### config.mk
export PLATFORM = sky130hd
export DESIGN_NAME = seg_scan
export DESIGN_NICKNAME = d
export VERILOG_FILES = /design/src/rtl/seg_scan.sv
export SDC_FILE = /design/constraint.sdc
export NUM_CORES = 1
export LEC_CHECK = 0
export CORE_MARGIN = 10
export CORE_UTILIZATION = 40
export CTS_CLUSTER_SIZE = 25
export DETAILED_ROUTE_END_ITERATION = 6
export SLEW_MARGIN = 20
export SYNTH_ARGS = -nofsm -noshare
export SYNTH_HDL_FRONTEND = slang
export SYNTH_SLANG_ARGS = --single-unit
### constraint.sdc
create_clock -name clk -period 2.2 [get_ports clk]
set_input_delay 0.66 -clock clk [delete_from_list [all_inputs] [get_ports clk]]
set_output_delay 0.66 -clock clk [all_outputs]
set_load 0.03 [all_outputs]
### src/rtl/seg_scan.sv
`default_nettype none
// +--------------------------------------------------------------------------+
// | seg_scan : four-digit seven-segment scan driver with prescaled refresh    |
// | Rev 1.0                                                                   |
// +--------------------------------------------------------------------------+
module seg_scan #(
  parameter int DIV_WIDTH = 16
) (
  input  logic        clk,
  input  logic        rst_n,
  input  logic        load,
  input  logic [15:0] value,
  input  logic [3:0]  blank_mask,
  output logic [3:0]  an,
  output logic [6:0]  aa,
  output logic [6:0]  bb,
  output logic [6:0]  cc,
  output logic [6:0]  dd,
  output logic        frame_done
);

  localparam logic [6:0] C_BLANK = 7'h7F;

  typedef enum logic [2:0] {
    ST_OFF = 3'd0,
    ST_D0  = 3'd1,
    ST_D1  = 3'd2,
    ST_D2  = 3'd3,
    ST_D3  = 3'd4
  } state_t;

  // Active-low segments, bit 6 = a ... bit 0 = g.
  function automatic logic [6:0] dec(input logic [3:0] n);
    logic [6:0] s;
    case (n)
      4'h0: s = 7'b0000001;
      4'h1: s = 7'b1001111;
      4'h2: s = 7'b0010010;
      4'h3: s = 7'b0000110;
      4'h4: s = 7'b1001100;
      4'h5: s = 7'b0100100;
      4'h6: s = 7'b0100000;
      4'h7: s = 7'b0001111;
      4'h8: s = 7'b0000000;
      4'h9: s = 7'b0000100;
      4'hA: s = 7'b0001000;
      4'hB: s = 7'b1100000;
      4'hC: s = 7'b0110001;
      4'hD: s = 7'b1000010;
      4'hE: s = 7'b0110000;
      default: s = 7'b0111000;
    endcase
    return s;
  endfunction

  logic [15:0]          value_q, value_d;
  logic [DIV_WIDTH-1:0] div_q, div_d;
  state_t               state_q, state_d;
  logic [3:0]           an_q, an_d;
  logic [6:0]           aa_q, aa_d, bb_q, bb_d, cc_q, cc_d, dd_q, dd_d;
  logic                 frame_done_q, frame_done_d;
  logic                 tick;

  assign tick = (div_q == {DIV_WIDTH{1'b1}});

  always_comb begin
    value_d = load ? value : value_q;
    div_d   = div_q + DIV_WIDTH'(1);

    // Segments decode the currently held value, so a load shows one edge later.
    aa_d = blank_mask[3] ? C_BLANK : dec(value_q[15:12]);
    bb_d = blank_mask[2] ? C_BLANK : dec(value_q[11:8]);
    cc_d = blank_mask[1] ? C_BLANK : dec(value_q[7:4]);
    dd_d = blank_mask[0] ? C_BLANK : dec(value_q[3:0]);

    state_d      = state_q;
    frame_done_d = 1'b0;
    if (tick) begin
      case (state_q)
        ST_OFF: state_d = ST_D0;
        ST_D0:  state_d = ST_D1;
        ST_D1:  state_d = ST_D2;
        ST_D2:  state_d = ST_D3;
        ST_D3: begin
          state_d      = ST_D0;
          frame_done_d = 1'b1;
        end
        default: state_d = ST_D0;
      endcase
    end

    case (state_d)
      ST_D0:   an_d = 4'b1110;
      ST_D1:   an_d = 4'b1101;
      ST_D2:   an_d = 4'b1011;
      ST_D3:   an_d = 4'b0111;
      default: an_d = 4'b1111;
    endcase
  end

  always_ff @(posedge clk) begin
    if (!rst_n) begin
      value_q      <= '0;
      div_q        <= '0;
      state_q      <= ST_OFF;
      an_q         <= 4'b1111;
      aa_q         <= C_BLANK;
      bb_q         <= C_BLANK;
      cc_q         <= C_BLANK;
      dd_q         <= C_BLANK;
      frame_done_q <= 1'b0;
    end else begin
      value_q      <= value_d;
      div_q        <= div_d;
      state_q      <= state_d;
      an_q         <= an_d;
      aa_q         <= aa_d;
      bb_q         <= bb_d;
      cc_q         <= cc_d;
      dd_q         <= dd_d;
      frame_done_q <= frame_done_d;
    end
  end

  assign an         = an_q;
  assign aa         = aa_q;
  assign bb         = bb_q;
  assign cc         = cc_q;
  assign dd         = dd_q;
  assign frame_done = frame_done_q;

endmodule
`default_nettype wire

**Word-level counts from Yosys, hierarchy flattened**

Memories as Yosys holds them, arrays and structs flattened. A register that Yosys moved wholly into a read port is not among the register bits.
Index checks and enable logic that the tools add are counted.

- Add/subtract/negate cells: 1
- Eq/ne operators: 9
- Muxes and demuxes: 4
- Bitwise operators: 1
- Reduce and logical (&&, ||, !) cells: 5

Operator list:

| cell | count |
|---|---|
| 16-bit by 1-bit adder with 16-bit output (second input constant) | 1 |
| 16-bit == test (second input constant) | 1 |
| 4-bit case mux with 4 select lines | 1 |
| 3-bit by 2-bit == test with 1-bit output (second input constant) | 4 |
| 3-bit case mux with 3 select lines | 1 |
| 2-bit OR reduction | 4 |
| 3-bit by 1-bit == test with 1-bit output (second input constant) | 2 |
| 3-bit == test (second input constant) | 2 |
| 3-bit 2-to-1 mux | 1 |
| 2-bit AND reduction | 1 |
| 1-bit 2-to-1 mux | 1 |
| 1-bit NOT | 1 |

- Bits in registers: 40
- Bits in read-only memories: 448
- Output and inout port bits: 33
- Logic and storage cells: 29
- Memories: 4

Memory list:

| memory | depth | bits a word | read ports | clocked after memory_dff | wr ports | RTL line | source |
|---|---|---|---|---|---|---|---|
| (name not given) | 16 | 7 | 1 | 1 | 0 | 35 | `case (n)` |
| (name not given) | 16 | 7 | 1 | 1 | 0 | 35 |  |
| (name not given) | 16 | 7 | 1 | 1 | 0 | 35 |  |
| (name not given) | 16 | 7 | 1 | 1 | 0 | 35 |  |

**Longest topological paths before layout**

Gate-level depths: netlist (run 1).

- Depth in word-level cells: 5
- Depth in mapped cells: 6
- Mapped depth without buffers: 6

**Worst setup path after synthesis (run 1)**

OpenSTA, ideal clock, no wires.

- Path kind: reg-to-reg
- Start: reg div_q[0]
- End: reg an_q[1] (netlist: an[1])
- Arrival: 1,637 ps
- Required time: 2,080 ps
- Setup slack: 442 ps
- Stages on the path, launching flop included: 7
- Clock period less this slack: 1,758 ps
- Path through: dfxtp_1 > ha_1 > nand4_1 > or4_4 > buf_6 > nor3b_1 > o21ai_1

- Cells in the longest elaborated chain, start to end: 4

RTL lines:

| item | RTL line | source |
|---|---|---|
| from (decl) | 57 | `logic [DIV_WIDTH-1:0] div_q, div_d;` |
| from (signal assigned) | 114 | `div_q <= div_d;` |
| 16-bit == test (*) | 64 | `assign tick = (div_q == {DIV_WIDTH{1'b1}});` |
| 3-bit 2-to-1 mux (*) | 78 | `if (tick) begin` |
| 3-bit == test, or another cell as far along | 92 | `case (state_d)` |
| 4-bit case mux with 4 select lines (*) | 92 |  |
| to (signal assigned) | 116 | `an_q <= an_d;` |
| to (decl) | 59 | `logic [3:0] an_q, an_d;` |

Mark *: on every way between the ends. The rest lies on a longest branch, timed or not.
A chain may end at the register's enable or synchronous reset.

**Final worst setup path (run 1)**

- Start: reg aa_q[0] (netlist: aa[0])
- End: out aa[0]

RTL lines:

| item | RTL line | source |
|---|---|---|
| from (decl) | 60 | `logic [6:0] aa_q, aa_d, bb_q, bb_d, cc_q, cc_d, dd_q, dd_d;` |
| to (decl) | 15 | `output logic [6:0] aa,` |

No word-level cell between the ends.

==> results of run 1 <==
metrics by stage:
step / setup slack, ns / util / hold WS (ns) / cells / area [um^2]
finish: 0.197 / 0.519 / 0.463 / 499 / 4030
CTS: 0.164 / 0.519 / 0.473 / 499 / 4030
global placement: 0.236 / 0.500 / 0.446 / 487 / 3880
global route: 0.144 / 0.519 / 0.506 / 499 / 4030
floorplan: 0.442 / - / 0.430 / 342 / 3220
detailed placement: 0.187 / 0.500 / 0.456 / 487 / 3880
worst reg2reg max path, cell delays in order (launching register included):
cell     delay, ns
dfxtp_1       0.37
ha_1          0.25
nand4_1       0.23
or4_4         0.62
nor3b_1       0.21
o21ai_1       0.08
power groups by stage:
stage	sequential (mW)	combinational (mW)	clock, mW
2_1_floorplan	1.41	0.174	0
3_3_place_gp	1.37	0.378	0
3_5_place_dp	1.37	0.381	0
4_1_cts	1.34	0.382	0.863
5_1_grt	1.35	0.414	0.917
6_report	1.34	0.376	0.830
registers in the layout, indices dropped and copies added, names as in the netlist:
register and cells:
dd 7, an 4, div_q 16, frame_done 1, bb 7, value_q 16, state_q 3, cc 7
aa 7
layout by cell type (no fill, tap or decap), types with 4 or more instances in the layout:
master / n
buf_4: 5
clkbuf_8: 10
clkdlybuf4s50_1: 55
dfxtp_1: 68
ha_1: 25
inv_1: 16
mux2_2: 4
mux2i_1: 22
nand2_1: 27
nand2b_1: 9
nand3_1: 13
nor2_1: 42
nor2b_1: 4
nor3_1: 6
nor4_1: 5
o211ai_1: 19
o21ai_0: 11
o311ai_0: 9
xnor2_1: 9
xor2_1: 4
per-layer routing:
| metal | GRT usage | routed length (um) | vias up | share of wire |
|---|---|---|---|---|
| met4 | 0.0307 | 38 | 0 | 0.0056 |
| met2 | 0.197 | 3310 | 43 | 0.49 |
| li1 | - | - | 1291 | - |
| met1 | 0.131 | 3000 | 1165 | 0.44 |
| met5 | 0 | 0 | - | 0 |
| met3 | 0.0527 | 399 | 4 | 0.059 |
path summary, 6_finish.rpt:
check / to / slack (ns) / cells after the start
setup / recovery: aa[0] / 0.20 / 1
setup reg to reg: an[1] / 0.35 / 5
hold / removal: div_q[0] / 0.46 / 1
hold reg to reg: div_q[0] / 0.46 / 1
layout make-up:
type                       count  area, um^2
multi-input combinational    239        1720
tap                          102         128
clock buffer                  12         145
fill                         748        3740
inverter                      17        63.8
timing repair buffer          61         608
sequential                    68        1360
cell families after synthesis:
logic type                 Yosys count
AOI/OAI and AO/OA                   50
xor gates and xnor gates            13
adders and majority gates           25
buffers and inverters               35
DFF                                 68
muxes                               28
and+or+nand+nor                    123
==> flow_summary.yaml, run 1 <==
sta:
  rsz0062_at_grt: "no"
  hold_viol: 0
  maxSlewHeadroom: 0.593
  fin_crit_ns: 2.00
  finalMaxSlewViolations: 0
  tightestPinTransition_ns: 0.606
  fin_tns_setup_ns: 0
  finalCritPeriodShare: 0.910
  setup_viol: 0
  clock_skew_ns: 0.00887
  clock.fmax_mhz: 499
run:
  maxCapViolCount: 0
synth:
  synth-compound-area-share: 0.113
  synth_top_area_cell: "dfxtp_1"
  synth_cell_type_count: 41
  synthArstFlopShare: 0
  synthMuxAreaShare: 0.0962
  ys_warn_count: 0
  synth_area_leaders: "dfxtp_1 (42%), ha_1 (9.7%), mux2i_1 (6.8%)"
  ys_seq_elements: 68
  syn_inst: 342
  synth_flop_cell: "dfxtp_1"
  synth_fp_nets: 390
  avgSynthCellArea_um2: 9.43
  synth_commonest_cells: "dfxtp_1 (68), nor2_1 (42), nand2_1 (27)"
  netlist.area_leader.share: 0.422
  synth_xor_area_frac: 0.0353
  synthAdderAreaFrac: 0.0970
  synth.most_common_cell: "dfxtp_1"
  synth_edf_count: 0
  synth-simple-area-share: 0.193
  synth_top_family_by_area: "simple AND/OR/NAND/NOR gates"
  syn-cell-area_um2: 3220
  yosysSeqAreaShare: 0.422
critical_path:
  critPathTopFamily: "buffers and inverters"
  critPathLaunch: "aa[0]"
  crit_required_ns: 1.54
  slowest_delay_ns: 0.68
  path_buf_inv: 1
  worstPathCellList: "clkdlybuf4s50_1"
  slowest_stage: "clkdlybuf4s50_1"
  crit_arrival_ns: 1.34
  critPathMaxFanout: 1
  criticalPathCategory: "register to primary output"
  r2r_start: "div_q[0]"
  worstSetupStartpointType: "register"
  cp-end-kind: "primary output"
power_and_ir_drop:
  p_sw_frac: 0.260
  comb_power_share: 0.148
  sequentialPowerShare: 0.526
  peakVddDrop_v: 0.000430
  p_sw_uw: 661
  pwr-share-clk: 0.326
  fin_total_pwr_mw: 2.54
  power_leakage_nw: 1.57
  p_int_mw: 1.88
  powerDensity_nw_per_um2: 632
routing:
  wl_per_cell_um: 13.5
  vias: 2503
  drc: 0
  drt_wl_total_um: 6750
  firstDrtPassIters: 4
  antenna_left: 0
  via_per_inst: 5.02
  drt_iter0_drc: 94
floorplanning:
  start_util: 0.415
  die_x_um: 110
  dieArea_um2: 12100
  io_pins: 56
  core_um2: 7770
  rows: 32
  die_h_um: 110
clocking:
  clkSinkCount: 68
  clkTransAtPathRegs_ns: 0.07
  post_cts_buffers: 0
  clk_path_buf_depth: 2
  cts-buffers-inserted: 9
  cts_tree: "done"
  htreeDepth: 3
  clk-insertion-delay-late_ns: 0.33
  cts_resized: 0
  root_buffer: "clkbuf_8"
  postCtsHoldBufs: 0
global_routing:
  grt-ovfl-total: 0
  grt_pass1_vias: 2458
  antenna_found_initial: 0
  grt.total_usage: 0.117
  grt_pass1_wl_um: 11300
  grt_max_degree: 18
place:
  hpwl_um: 4960
  port_buffers: 55
  gp_congestion: 0.832
cells_and_area:
  drive_gt1_frac: 0.0756
  n_antenna_cell: 0
  final_nets: 444
  syn2layout_area_growth_pct: 25.0
worst_hold_path:
  hp-class: "register to register"
  min_from: "div_q[0]"
run_status:
  outcome: "complete, no violations"
No activity file was read; power rests on OpenSTA's default activity.
==> run 2, diff against run 1 <==
--- a/config.mk
+++ b/config.mk
@@ -5,6 +5,7 @@
 export SDC_FILE = /design/constraint.sdc
 export NUM_CORES = 1
 export LEC_CHECK = 0
+export ABC_AREA = 1
 export CORE_MARGIN = 10
 export CORE_UTILIZATION = 40
 export CTS_CLUSTER_SIZE = 25
==> run 2 against run 1 <==
Setup slack gained 0.016 ns. Area after synthesis shrank 3.5%. Cell count grew 13%. Flip-flop and latch count is the same. Design area shrank 0.96%. Maximum frequency grew 0.78%. Sequential power is essentially flat. Critical endpoint is now cc[1].
==> flow_summary.yaml, run 2 <==
place:
  hpwl_um: 5000
  dp_cells: 547
  dp_slack_ns: 0.0537
  placed_area_um2: 3810
  gp_congestion: 0.828
  port_buffers: 55
critical_path:
  slowest_stage: "clkdlybuf4s50_1"
  worstPathCellList: "clkdlybuf4s50_1"
  cp.depth: 1
  r2r_start: "div_q[0]"
  worstSetupStartpointType: "register"
  path_buf_inv: 1
  r2r_cells: 8
  critPathMaxFanout: 1
  crit_required_ns: 1.54
  r2r-end: "an[1]"
  cp-end-kind: "primary output"
  critPathTopFamily: "buffers and inverters"
  slowest_delay_ns: 0.67
  crit_arrival_ns: 1.33
  reg2reg_slack_ns: 0.63
  criticalPathCategory: "register to primary output"
cells_and_area:
  fillerInstances: 752
  fin_area_um2: 3990
  seqCellArea_um2: 1360
  reg.largest.list: "div_q (16), value_q (16)"
  final_cell_mix: "nand2_1 (72), dfxtp_1 (68), clkdlybuf4s50_1 (55), inv_1 (44), a21oi_1 (36)"
  drive_gt1_frac: 0.0759
  multi_input_area_um2: 1540
  syn2layout_area_growth_pct: 28.3
  finalCoreUtilization: 0.522
  n_antenna_cell: 0
  final_nets: 504
  final_cells: 563
  layout_commonest_cell: "nand2_1"
run:
  maxCapViolCount: 0
sta:
  clock_skew_ns: 0.00801
  clock.fmax_mhz: 503
  tightestPinTransition_ns: 0.462
  fin_tns_setup_ns: 0
  fin_hold_ws_ns: 0.451
  layout_setup_ws_ns: 0.213
  rsz0062_at_grt: "no"
  maxSlewHeadroom: 0.692
  finalMaxSlewViolations: 0
  fin_crit_ns: 1.99
  hold_viol: 0
  finalCritPeriodShare: 0.903
  setup_viol: 0
clocking:
  postCtsHoldBufs: 0
  cts_resized: 0
  clk_path_buf_depth: 2
  clkSinkCount: 68
  clk-insertion-delay-late_ns: 0.34
  cts-buffers-inserted: 9
  clkTransAtPathRegs_ns: 0.07
  htreeDepth: 3
  root_buffer: "clkbuf_8"
  cts_tree: "done"
  post_cts_buffers: 0
routing:
  antenna_left: 0
  dr_wl_met3_um: 299
  drt-met1-wl_um: 3050
  drc: 0
  drt_iter0_drc: 76
  drt_wl_total_um: 6550
  vias: 2698
  met2_length_um: 3060
  wl_per_cell_um: 11.6
  highest_layer: "met4"
  firstDrtPassIters: 7
  via_per_inst: 4.79
global_routing:
  antenna_found_initial: 0
  grt_pass1_vias: 2492
  grt-ovfl-total: 0
  grt_max_degree: 32
  grt.total_usage: 0.115
  grt_pass1_wl_um: 11100
floorplanning:
  dieArea_um2: 11700
  rows: 32
  io_pins: 56
  die_x_um: 108
  start_util: 0.407
  core_um2: 7650
  die_h_um: 108
synth:
  synth_top_area_cell: "dfxtp_1"
  netlist.area_leader.share: 0.438
  ys_warn_count: 0
  yosysSeqAreaShare: 0.438
  syn_inst: 391
  syn-cell-area_um2: 3110
  synthArstFlopShare: 0
  synth.most_common_cell: "nand2_1"
  synth_area_leaders: "dfxtp_1 (44%), ha_1 (10%), nand2_1 (8.7%)"
  synth_fp_nets: 439
  synth_commonest_cells: "nand2_1 (72), dfxtp_1 (68), inv_1 (44)"
  avgSynthCellArea_um2: 7.96
  ys_seq_elements: 68
  synth_cell_type_count: 27
  synth_edf_count: 0
  synth_flop_cell: "dfxtp_1"
run_status:
  outcome: "complete, no violations"
power_and_ir_drop:
  powerDensity_nw_per_um2: 671
  p_sw_uw: 707
  p_int_mw: 1.97
  comb_power_share: 0.146
  peakVddDrop_v: 0.000261
  pwr-share-clk: 0.356
  power_leakage_nw: 1.55
  sequentialPowerShare: 0.498
  p_sw_frac: 0.264
  fin_total_pwr_mw: 2.68
worst_hold_path:
  hp-class: "register to register"
  min_from: "div_q[0]"
  min_to: "div_q[0]"
  worstHoldPathCells: 1
==> run 2: cell types whose count changed in the layout (fill, tap and decap cells not counted), moves of 18 or more <==
cell	previous run	this run
a21oi_1	2	36
o21ai_0	11	35
nor2_1	42	24
mux2i_1	22	0
inv_1	16	44
nand2_1	27	72
==> run 2: power groups by stage <==
stage | combinational (mW) | clock [mW] | sequential [mW]
floorplan | 0.168 | 0 | 1.42
global placement | 0.395 | 0 | 1.36
detailed placement | 0.396 | 0 | 1.36
CTS | 0.397 | 0.990 | 1.33
global route | 0.441 | 1.04 | 1.34
finish | 0.392 | 0.952 | 1.33
==> run 2: cells by family (layout without fill, tap and decap cells) <==
logic type | Yosys count | after routing | share of synthesized area
AND/OR/NAND/NOR | 140 | 140 | 0.199
AO/OA/AOI/OAI | 101 | 101 | 0.191
flip-flops | 68 | 68 | 0.438
buffers and inverters | 55 | 125 | 0.0664
adder cells (fa/ha/maj) | 25 | 25 | 0.101
XOR/XNOR | 2 | 2 | 0.00563
==> run 2: routing by layer <==
layer | vias to the layer above | global-route usage
met1 | 1200 | 0.139
li1 | 1438 | -
met5 | - | 0
met2 | 47 | 0.187
met3 | 13 | 0.0297
met4 | 0 | 0.0592
==> run 2: how the worst max path moves through the flow <==
stage               startpoint  slack, ns       end
CTS                      aa[2]       0.18     aa[2]
global route             cc[6]       0.15     cc[6]
global placement         rst_n       0.08     dd[5]
floorplan                rst_n       0.79  div_q[4]
detailed placement       rst_n       0.05     dd[5]
finish                   cc[1]       0.21     cc[1]
==> run 2: area by class of cell <==
cell class                 count  area share
multi-input combinational    268       0.387
sequential                    68       0.341
timing repair buffer          61       0.149
inverter                      48      0.0452
clock buffer                  10      0.0320
tap                          102      0.0320
clock inverter                 6      0.0138
